--- src/rtl/spi_slave_word_if.sv ---
// SPI slave with oversampled pins, configurable width/mode/bit order, a received-word
// strobe and a one-deep handshaked transmit holding register, all in the CLOCK_Y2 domain.
module spi_slave_word_if #(
   parameter int               WIDTH     = 8,
   parameter bit               CPOL      = 1'b0,
   parameter bit               CPHA      = 1'b0,
   parameter bit               MSB_FIRST = 1'b1,
   parameter logic [WIDTH-1:0] TX_FILL   = '1
) (
   input  logic             CLOCK_Y2,
   input  logic             RST_N,
   input  logic             SCK,
   input  logic             MOSI,
   input  logic             SS,
   output logic             MISO,
   output logic             MISO_OE,
   output logic [WIDTH-1:0] RX_DATA,
   output logic             RX_VALID,
   input  logic [WIDTH-1:0] TX_DATA,
   input  logic             TX_VALID,
   output logic             TX_READY,
   output logic             TX_UNDERRUN,
   output logic             BUSY,
   output logic             LED1
);
   localparam int            CW   = $clog2(WIDTH);
   localparam logic [CW-1:0] LAST = CW'(WIDTH - 1);

   typedef enum logic [1:0] {IDLE, ARMED, ACTIVE} state_t;
   state_t state, state_nx;

   logic [1:0]       sck_sync, mosi_sync, ss_sync;
   logic             sck_d, sck_s, mosi_s, ss_s;
   logic             rise, fall, lead, trail, sample_e, shift_e;
   logic             ss_fall, act, abort, load, accept;
   logic [CW-1:0]    cnt;
   logic [WIDTH-1:0] rx_sr, rx_nx, tx_sr, tx_nx, hold;
   logic             hold_full;

   always_ff @(posedge CLOCK_Y2) begin
      if (!RST_N) begin
         sck_sync  <= {2{CPOL}};
         mosi_sync <= '0;
         // SS reads low until truly seen high, so a frame cut by reset stays ignored
         ss_sync   <= '0;
         sck_d     <= CPOL;
      end else begin
         sck_sync  <= {sck_sync[0], SCK};
         mosi_sync <= {mosi_sync[0], MOSI};
         ss_sync   <= {ss_sync[0], SS};
         sck_d     <= sck_sync[1];
      end
   end

   assign sck_s    = sck_sync[1];
   assign mosi_s   = mosi_sync[1];
   assign ss_s     = ss_sync[1];
   assign rise     = sck_s & ~sck_d;
   assign fall     = ~sck_s & sck_d;
   assign lead     = CPOL ? fall : rise;
   assign trail    = CPOL ? rise : fall;
   assign sample_e = CPHA ? trail : lead;
   assign shift_e  = CPHA ? lead : trail;

   always_ff @(posedge CLOCK_Y2) begin
      if (!RST_N) state <= IDLE;
      else        state <= state_nx;
   end

   always_comb begin
      state_nx = state;
      ss_fall  = 1'b0;
      act      = 1'b0;
      abort    = 1'b0;
      case (state)
         IDLE:   if (ss_s) state_nx = ARMED;
         ARMED:  if (!ss_s) begin
                    state_nx = ACTIVE;
                    ss_fall  = 1'b1;
                 end
         ACTIVE: if (ss_s) begin
                    state_nx = ARMED;
                    abort    = 1'b1;
                 end else begin
                    act = 1'b1;
                 end
         default: state_nx = IDLE;
      endcase
   end

   assign rx_nx = MSB_FIRST ? {rx_sr[WIDTH-2:0], mosi_s} : {mosi_s, rx_sr[WIDTH-1:1]};
   assign tx_nx = MSB_FIRST ? {tx_sr[WIDTH-2:0], 1'b0}   : {1'b0, tx_sr[WIDTH-1:1]};

   // A shift edge with the counter at zero can only be the start of a fresh word
   assign load   = (!CPHA && ss_fall) || (act && shift_e && cnt == '0);
   assign accept = TX_VALID && (!hold_full || load);

   always_ff @(posedge CLOCK_Y2) begin
      if (!RST_N) begin
         cnt         <= '0;
         rx_sr       <= '0;
         tx_sr       <= '0;
         hold        <= '0;
         hold_full   <= 1'b0;
         RX_DATA     <= '0;
         RX_VALID    <= 1'b0;
         TX_UNDERRUN <= 1'b0;
         LED1        <= 1'b0;
      end else begin
         RX_VALID    <= 1'b0;
         TX_UNDERRUN <= 1'b0;
         if (abort) begin
            cnt <= '0;
         end else if (act && sample_e) begin
            rx_sr <= rx_nx;
            if (cnt == LAST) begin
               RX_DATA  <= rx_nx;
               RX_VALID <= 1'b1;
               LED1     <= ~LED1;
               cnt      <= '0;
            end else begin
               cnt <= cnt + 1'b1;
            end
         end
         if (load) begin
            if (hold_full) begin
               tx_sr <= hold;
            end else begin
               tx_sr       <= TX_FILL;
               TX_UNDERRUN <= 1'b1;
            end
         end else if (act && shift_e) begin
            tx_sr <= tx_nx;
         end
         // Accept on the load cycle too, so the holding register refills without a gap
         if (accept) begin
            hold      <= TX_DATA;
            hold_full <= 1'b1;
         end else if (load) begin
            hold_full <= 1'b0;
         end
      end
   end

   assign MISO     = MSB_FIRST ? tx_sr[WIDTH-1] : tx_sr[0];
   assign MISO_OE  = (state == ACTIVE);
   assign BUSY     = (state == ACTIVE) && (cnt != '0);
   assign TX_READY = !hold_full;

endmodule
--- config.mk ---
export PLATFORM = sky130hd
export DESIGN_NAME = spi_slave_word_if
export DESIGN_NICKNAME = d
export VERILOG_FILES = /design/src/rtl/spi_slave_word_if.sv
export SDC_FILE = /design/constraint.sdc
export NUM_CORES = 1
export LEC_CHECK = 0
export BUFFER_PORTS_ARGS = -buffer_cell sky130_fd_sc_hd__buf_2
export CAP_MARGIN = 10
export CORE_MARGIN = 2
export CORE_UTILIZATION = 59
export CTS_BUF_LIST = sky130_fd_sc_hd__clkbuf_4 sky130_fd_sc_hd__clkbuf_8 sky130_fd_sc_hd__clkbuf_16
export CTS_CLUSTER_SIZE = 10
export DETAILED_ROUTE_END_ITERATION = 16
export GPL_TIMING_DRIVEN = 0
export PLACE_DENSITY_LB_ADDON = 0.15
export SKIP_CTS_REPAIR_TIMING = 1
export SYNTH_ARGS = -nofsm -noshare
export SYNTH_HDL_FRONTEND = slang
export SYNTH_SLANG_ARGS = --single-unit
--- constraint.sdc ---
create_clock -name CLOCK_Y2 -period 2.4 [get_ports CLOCK_Y2]
set_input_delay 0.12 -clock CLOCK_Y2 [delete_from_list [all_inputs] [get_ports CLOCK_Y2]]
set_output_delay 0.12 -clock CLOCK_Y2 [all_outputs]
set_load 0.05 [all_outputs]
==> results.cfg, run 1 <==
[route]
dr_total_vias = 1363
routed_wl_um = 3310
drt-vias-per-instance = 5.03
first_pass_iters = 4
first_iter_violations = 44
drc_errors = 0
wl_per_cell_um = 12.2
ant_nets = 0

[final_layout]
syn2layout_area_growth_pct = 14.6
seq_area_um2 = 941
fin_nets = 243
multi_input_area_um2 = 883
stdcell_area_um2 = 2220
diodes = 0
fill_cells = 266
final_cells = 271
drive_gt1_frac = 0.203

[timing]
worstMarginPinSlew_ns = 0.495
slew-limit-headroom = 0.666
setup_viol = 0
finalHoldViolCount = 2
finalCriticalPeriod_ns = 1.68
setup-tns-final_ns = 0
fin_skew_ns = 0.0194
max_freq_mhz = 595
finalCritPeriodShare = 0.700
slew_viol_final = 0
rsz0062_at_grt = false
whs_ns = -0.00148

[global_route]
grt_use_total = 0.204
grt_first_pass_wirelength_um = 5570
grt-busiest-layer = met2
grt.met3_usage = 0.0714
grt_max_degree = 16
gr-usage-met2 = 0.339
grt_pass1_vias = 1279
overflow = 0
antenna_found_initial = 0
grt_use_met1 = 0.245

[logic_synthesis]
synth_cells = 188
ys_warn_count = 0
yosysTopAreaCell = dfxtp_1
synth_seq_cells = 47
synthTopCellsByCount = dfxtp_1 (47), mux2i_1 (22), nor2b_1 (15)
seq_area_frac_synth = 0.485
ys_types = 32
synth_edf_count = 0
post-synth-top-count-cell = dfxtp_1
syn_area_per_cell_um2 = 10.3
synth.area.top_cells = dfxtp_1 (48%), mux2i_1 (11%), nor2b_1 (4.8%)
synthArstFlopShare = 0
synth_flop_cell = dfxtp_1
synth_fp_nets = 205
synth_top_area_share = 0.485
syn_area_um2 = 1940

[floorplanning]
die_y_um = 61.4
row_count = 20
die_x_um = 61.4
num_io_pins = 29
core_area_um2 = 3100
start_util = 0.626
dieArea_um2 = 3770

[worst_setup_path]
r2r-start = cnt[0]
endpoint_kind = flip-flop
r2r-end = tx_sr[4]
worstPathMaxFanout = 10
rrSetupSlack_ns = 0.72
startpoint_type = flip-flop
critPathKind = flip-flop to flip-flop
cp_data_required_time_ns = 2.67
reg2reg_depth = 7
cp.arrival_ns = 1.95

[clock_tree]
clk_pin_slew_ns = 0.14
cts_made_buffers = 5
cts.sinks = 47
clockRootBuffer = clkbuf_4
cts_max_level = 2
clk_path_buf_depth = 2
clk_latency_ns = 0.37
cts_tree = done

[worst_hold_path]
hold_class = input port to flip-flop
hold_path_depth = 3
min_to = hold[3]
hp-start = TX_DATA[3]

[power]
ir_drop_mv = 0.401
power_leakage_uw = 0.000889
p_int_uw = 959
pwr-share-seq = 0.636
swShare = 0.246
power_frac_comb = 0.076
power.density_nw_per_um2 = 572
power_frac_clock = 0.288
p_switching_uw = 313

[placed_design]
place_hpwl_um = 2420
place_area_um2 = 2140
port_buffers = 28
dp.cells = 260
gp_congestion = 0.825

[outcome]
violations = hold timing
status = complete, but fails checks

[job]
cap_violations = 0
## registers in the layout, indices dropped and copies added, names as in the netlist
| register | cells |
|---|---|
| state | 2 |
| sck_d | 1 |
| RX_VALID | 1 |
| tx_sr | 8 |
| RX_DATA | 8 |
| rx_sr | 7 |
| mosi_sync | 2 |
| LED1 | 1 |
| sck_sync | 2 |
| hold_full | 1 |
| ss_sync | 2 |
| hold | 8 |
| cnt | 3 |
| TX_UNDERRUN | 1 |
## critical path: stages (launching register included)
cell and delay [ns]:
dfxtp_1 0.37, inv_1 0.06, ha_1 0.18, or3b_1 0.35, o22ai_1 0.15, buf_6 0.18
mux2i_1 0.20, o2bb2ai_1 0.09
## placed cells by master (no fill, tap or decap)
cell / count
buf_2: 30
a21boi_2: 1
clkinv_2: 1
o2bb2ai_1: 7
and3_1: 1
o22ai_1: 1
nor2b_1: 15
xnor2_1: 2
dfxtp_1: 47
or3b_1: 1
clkbuf_1: 5
nand2b_1: 9
nand2_1: 10
a21boi_1: 7
o21ai_0: 3
buf_4: 1
and2_4: 1
and2_1: 9
nor3b_2: 1
mux2i_1: 22
ha_1: 3
and4bb_1: 1
a21boi_0: 1
dlygate4sd3_1: 3
clkinvlp_4: 2
o221a_2: 1
o21a_1: 2
nand4bb_1: 3
nor2_1: 4
buf_12: 2
nand3_1: 9
or2_1: 1
buf_6: 1
a21oi_1: 7
inv_1: 8
clkbuf_4: 5
## cell families after synthesis
logic type	after synthesis	synth area share
simple gates	65	0.202
fa+ha+maj	3	0.0193
flops	47	0.485
compound gates	30	0.111
buf+inv	19	0.0606
mux	22	0.113
xor+xnor	2	0.00902
## metal layers
metal,wire [µm],part of all wire,up-vias
met5,0,0,-
met4,42,0.013,0
met3,147,0.044,5
met2,1520,0.46,31
met1,1600,0.48,613
li1,-,-,714
## worst max-delay path by stage
stage           start        to  slack, ns  cells past startpoint
2_1_floorplan  cnt[0]  tx_sr[1]       0.87                      7
3_3_place_gp   cnt[0]  tx_sr[5]       0.77                      7
3_5_place_dp   cnt[0]  tx_sr[4]       0.72                      7
4_1_cts        cnt[0]  tx_sr[4]       0.70                      7
5_1_grt        cnt[0]  tx_sr[4]       0.58                      7
6_report       cnt[0]  tx_sr[4]       0.72                      7
## power groups by stage
stage	Sequential [µW]	Clock, µW	Combinational [µW]
floorplan	823	0	68.4
global placement	825	0	91.7
detailed placement	827	0	94.1
CTS	809	375	94.3
global route	812	409	107
finish	809	366	96.7
## metrics by stage
stage | util | total power (µW) | worst slack, ns
finish | 0.717 | 1270 | 0.720
global route | 0.717 | 1330 | 0.577
global placement | 0.689 | 917 | 0.772
floorplan | - | 892 | 0.874
CTS | 0.707 | 1280 | 0.697
detailed placement | 0.689 | 921 | 0.724
## area by class of cell
cell class,instances,share of cell area
clock buffers,5,0.0169
flip-flops and latches,47,0.423
repair buffers,31,0.0765
well taps,44,0.0247
clock inverters,3,0.00900
multi-input cells,122,0.397
inverters,8,0.0135
plain buffers,11,0.0394
Power figures use the tool's default switching activity.
==> run 2: changes to the inputs <==
Settings changed: CORE_UTILIZATION 59 to 55.
Clock period 2.4 ns to 1.7 ns, I/O delays scaled along.
==> run 2 against run 1 <==
Effect of this change:
- the flow finishes with violations (hold timing, setup timing)
- via count increased by 1.9%
- register-to-register slack got worse by 0.72 ns
- first-iteration DRC count grew 18%
- critical endpoint is now tx_sr[5]
- largest power group unchanged
==> results.cfg, run 2 (synthesized netlist as in run 1, its figures left out) <==
[outcome]
status = complete, but fails checks
violations = hold timing, setup timing

[route]
wl_per_cell_um = 12.9
routed_wl_um = 3610
ant_nets = 0
dr_total_vias = 1389
drt-vias-per-instance = 4.96
drc_errors = 0
first_iter_violations = 52
first_pass_iters = 4

[timing]
fin_skew_ns = 0.00961
whs_ns = -0.0161
finalCritPeriodShare = 1.00
finalHoldViolCount = 5
max_freq_mhz = 588
rsz0062_at_grt = true
worstMarginPinSlew_ns = 0.547
slew-limit-headroom = 0.631
fin_ws_ns = -0.00156
setup-tns-final_ns = -0.00156
slew_viol_final = 0
setup_viol = 1
finalCriticalPeriod_ns = 1.70

[floorplanning]
die_x_um = 63.4
dieArea_um2 = 4020
core_area_um2 = 3360
start_util = 0.577
row_count = 21
die_y_um = 63.4
num_io_pins = 29

[clock_tree]
clk_path_buf_depth = 2
cts_made_buffers = 5
clk_latency_ns = 0.36
cts.sinks = 47
cts_tree = done
cts_max_level = 2
clk_pin_slew_ns = 0.14
clockRootBuffer = clkbuf_4

[worst_hold_path]
hp-start = TX_DATA[6]
hold_path_depth = 3
hold_class = input port to flip-flop

[worst_setup_path]
cp_data_required_time_ns = 1.95
endpoint_kind = flip-flop
reg2reg_depth = 7
cp.arrival_ns = 1.96
startpoint_type = flip-flop
critical_path.startpoint = cnt[0]
critPathKind = flip-flop to flip-flop
worstPathMaxFanout = 5
r2r-start = cnt[0]

[final_layout]
layout_common_cells = dfxtp_1 (45), buf_2 (30), mux2i_1 (21)
drive_gt1_frac = 0.239
top_regs = RX_DATA (8), hold (8), tx_sr (8)
fin_util = 0.692
diodes = 0
syn2layout_area_growth_pct = 19.8
final_common_cell = dfxtp_1
fin_nets = 250

[global_route]
grt_max_degree = 16
grt_first_pass_wirelength_um = 5810
antenna_found_initial = 0
overflow = 0
grt_use_total = 0.188
grt_pass1_vias = 1332

[job]
cap_violations = 0

[power]
ir_drop_mv = 0.578
power_leakage_uw = 0.000923
power.density_nw_per_um2 = 781

[placed_design]
port_buffers = 28
place_hpwl_um = 2490
gp_congestion = 0.767
[run 2: worst paths after layout]
| check | endpoint | slack (ns) |
|---|---|---|
| worst min register to register | sck_sync[1] | 0.45 |
| worst min-delay path | hold[6] | -0.02 |
| worst max-delay path | tx_sr[5] | -0.002 |
| worst max register to register | tx_sr[5] | -0.002 |
[run 2: stage by stage]
stage,total power (µW),instance area [µm²],hold WS [ns],setup WS [ns],std cells
global route,1900,2330,-0.00974,-0.0488,280
floorplan,1260,1940,0.209,0.174,188
finish,1820,2330,-0.0161,-0.00156,280
detailed placement,1300,2140,0.295,-0.0762,262
global placement,1290,2140,0.290,0.0482,262
CTS,1810,2200,-0.0828,-0.0939,270
[run 2: where the power goes]
group,switching (µW),total (µW),leakage [µW],internal (µW)
Combinational,72.2,153,0.000513,80.8
Clock,362,521,0.0000272,158
Sequential,17.2,1140,0.000383,1130
[run 2: routing by layer]
metal | global-route usage | vias up | routed length (µm)
li1 | - | 727 | -
met1 | 0.209 | 619 | 1620
met2 | 0.330 | 32 | 1730
met3 | 0.0429 | 11 | 140
met4 | 0.0978 | 0 | 113
met5 | 0 | - | 0
[run 2: worst max-delay path, stage by stage, from the launching register on]
cell and delay [ns]:
dfxtp_2 0.36, inv_2 0.06, ha_4 0.14, or3b_4 0.39, o22ai_4 0.16, buf_6 0.17
mux2i_2 0.22, o2bb2ai_1 0.10
[run 2: cell type report]
class	count	area, µm²
Fill cell	281	1040
Sequential cell	47	943
Multi-Input combinational cell	122	916
Timing Repair Buffer	38	235
Buffer	11	87.6
Tap cell	46	57.6
Clock buffer	5	37.5
Inverter	8	30.0
Clock inverter	3	20.0
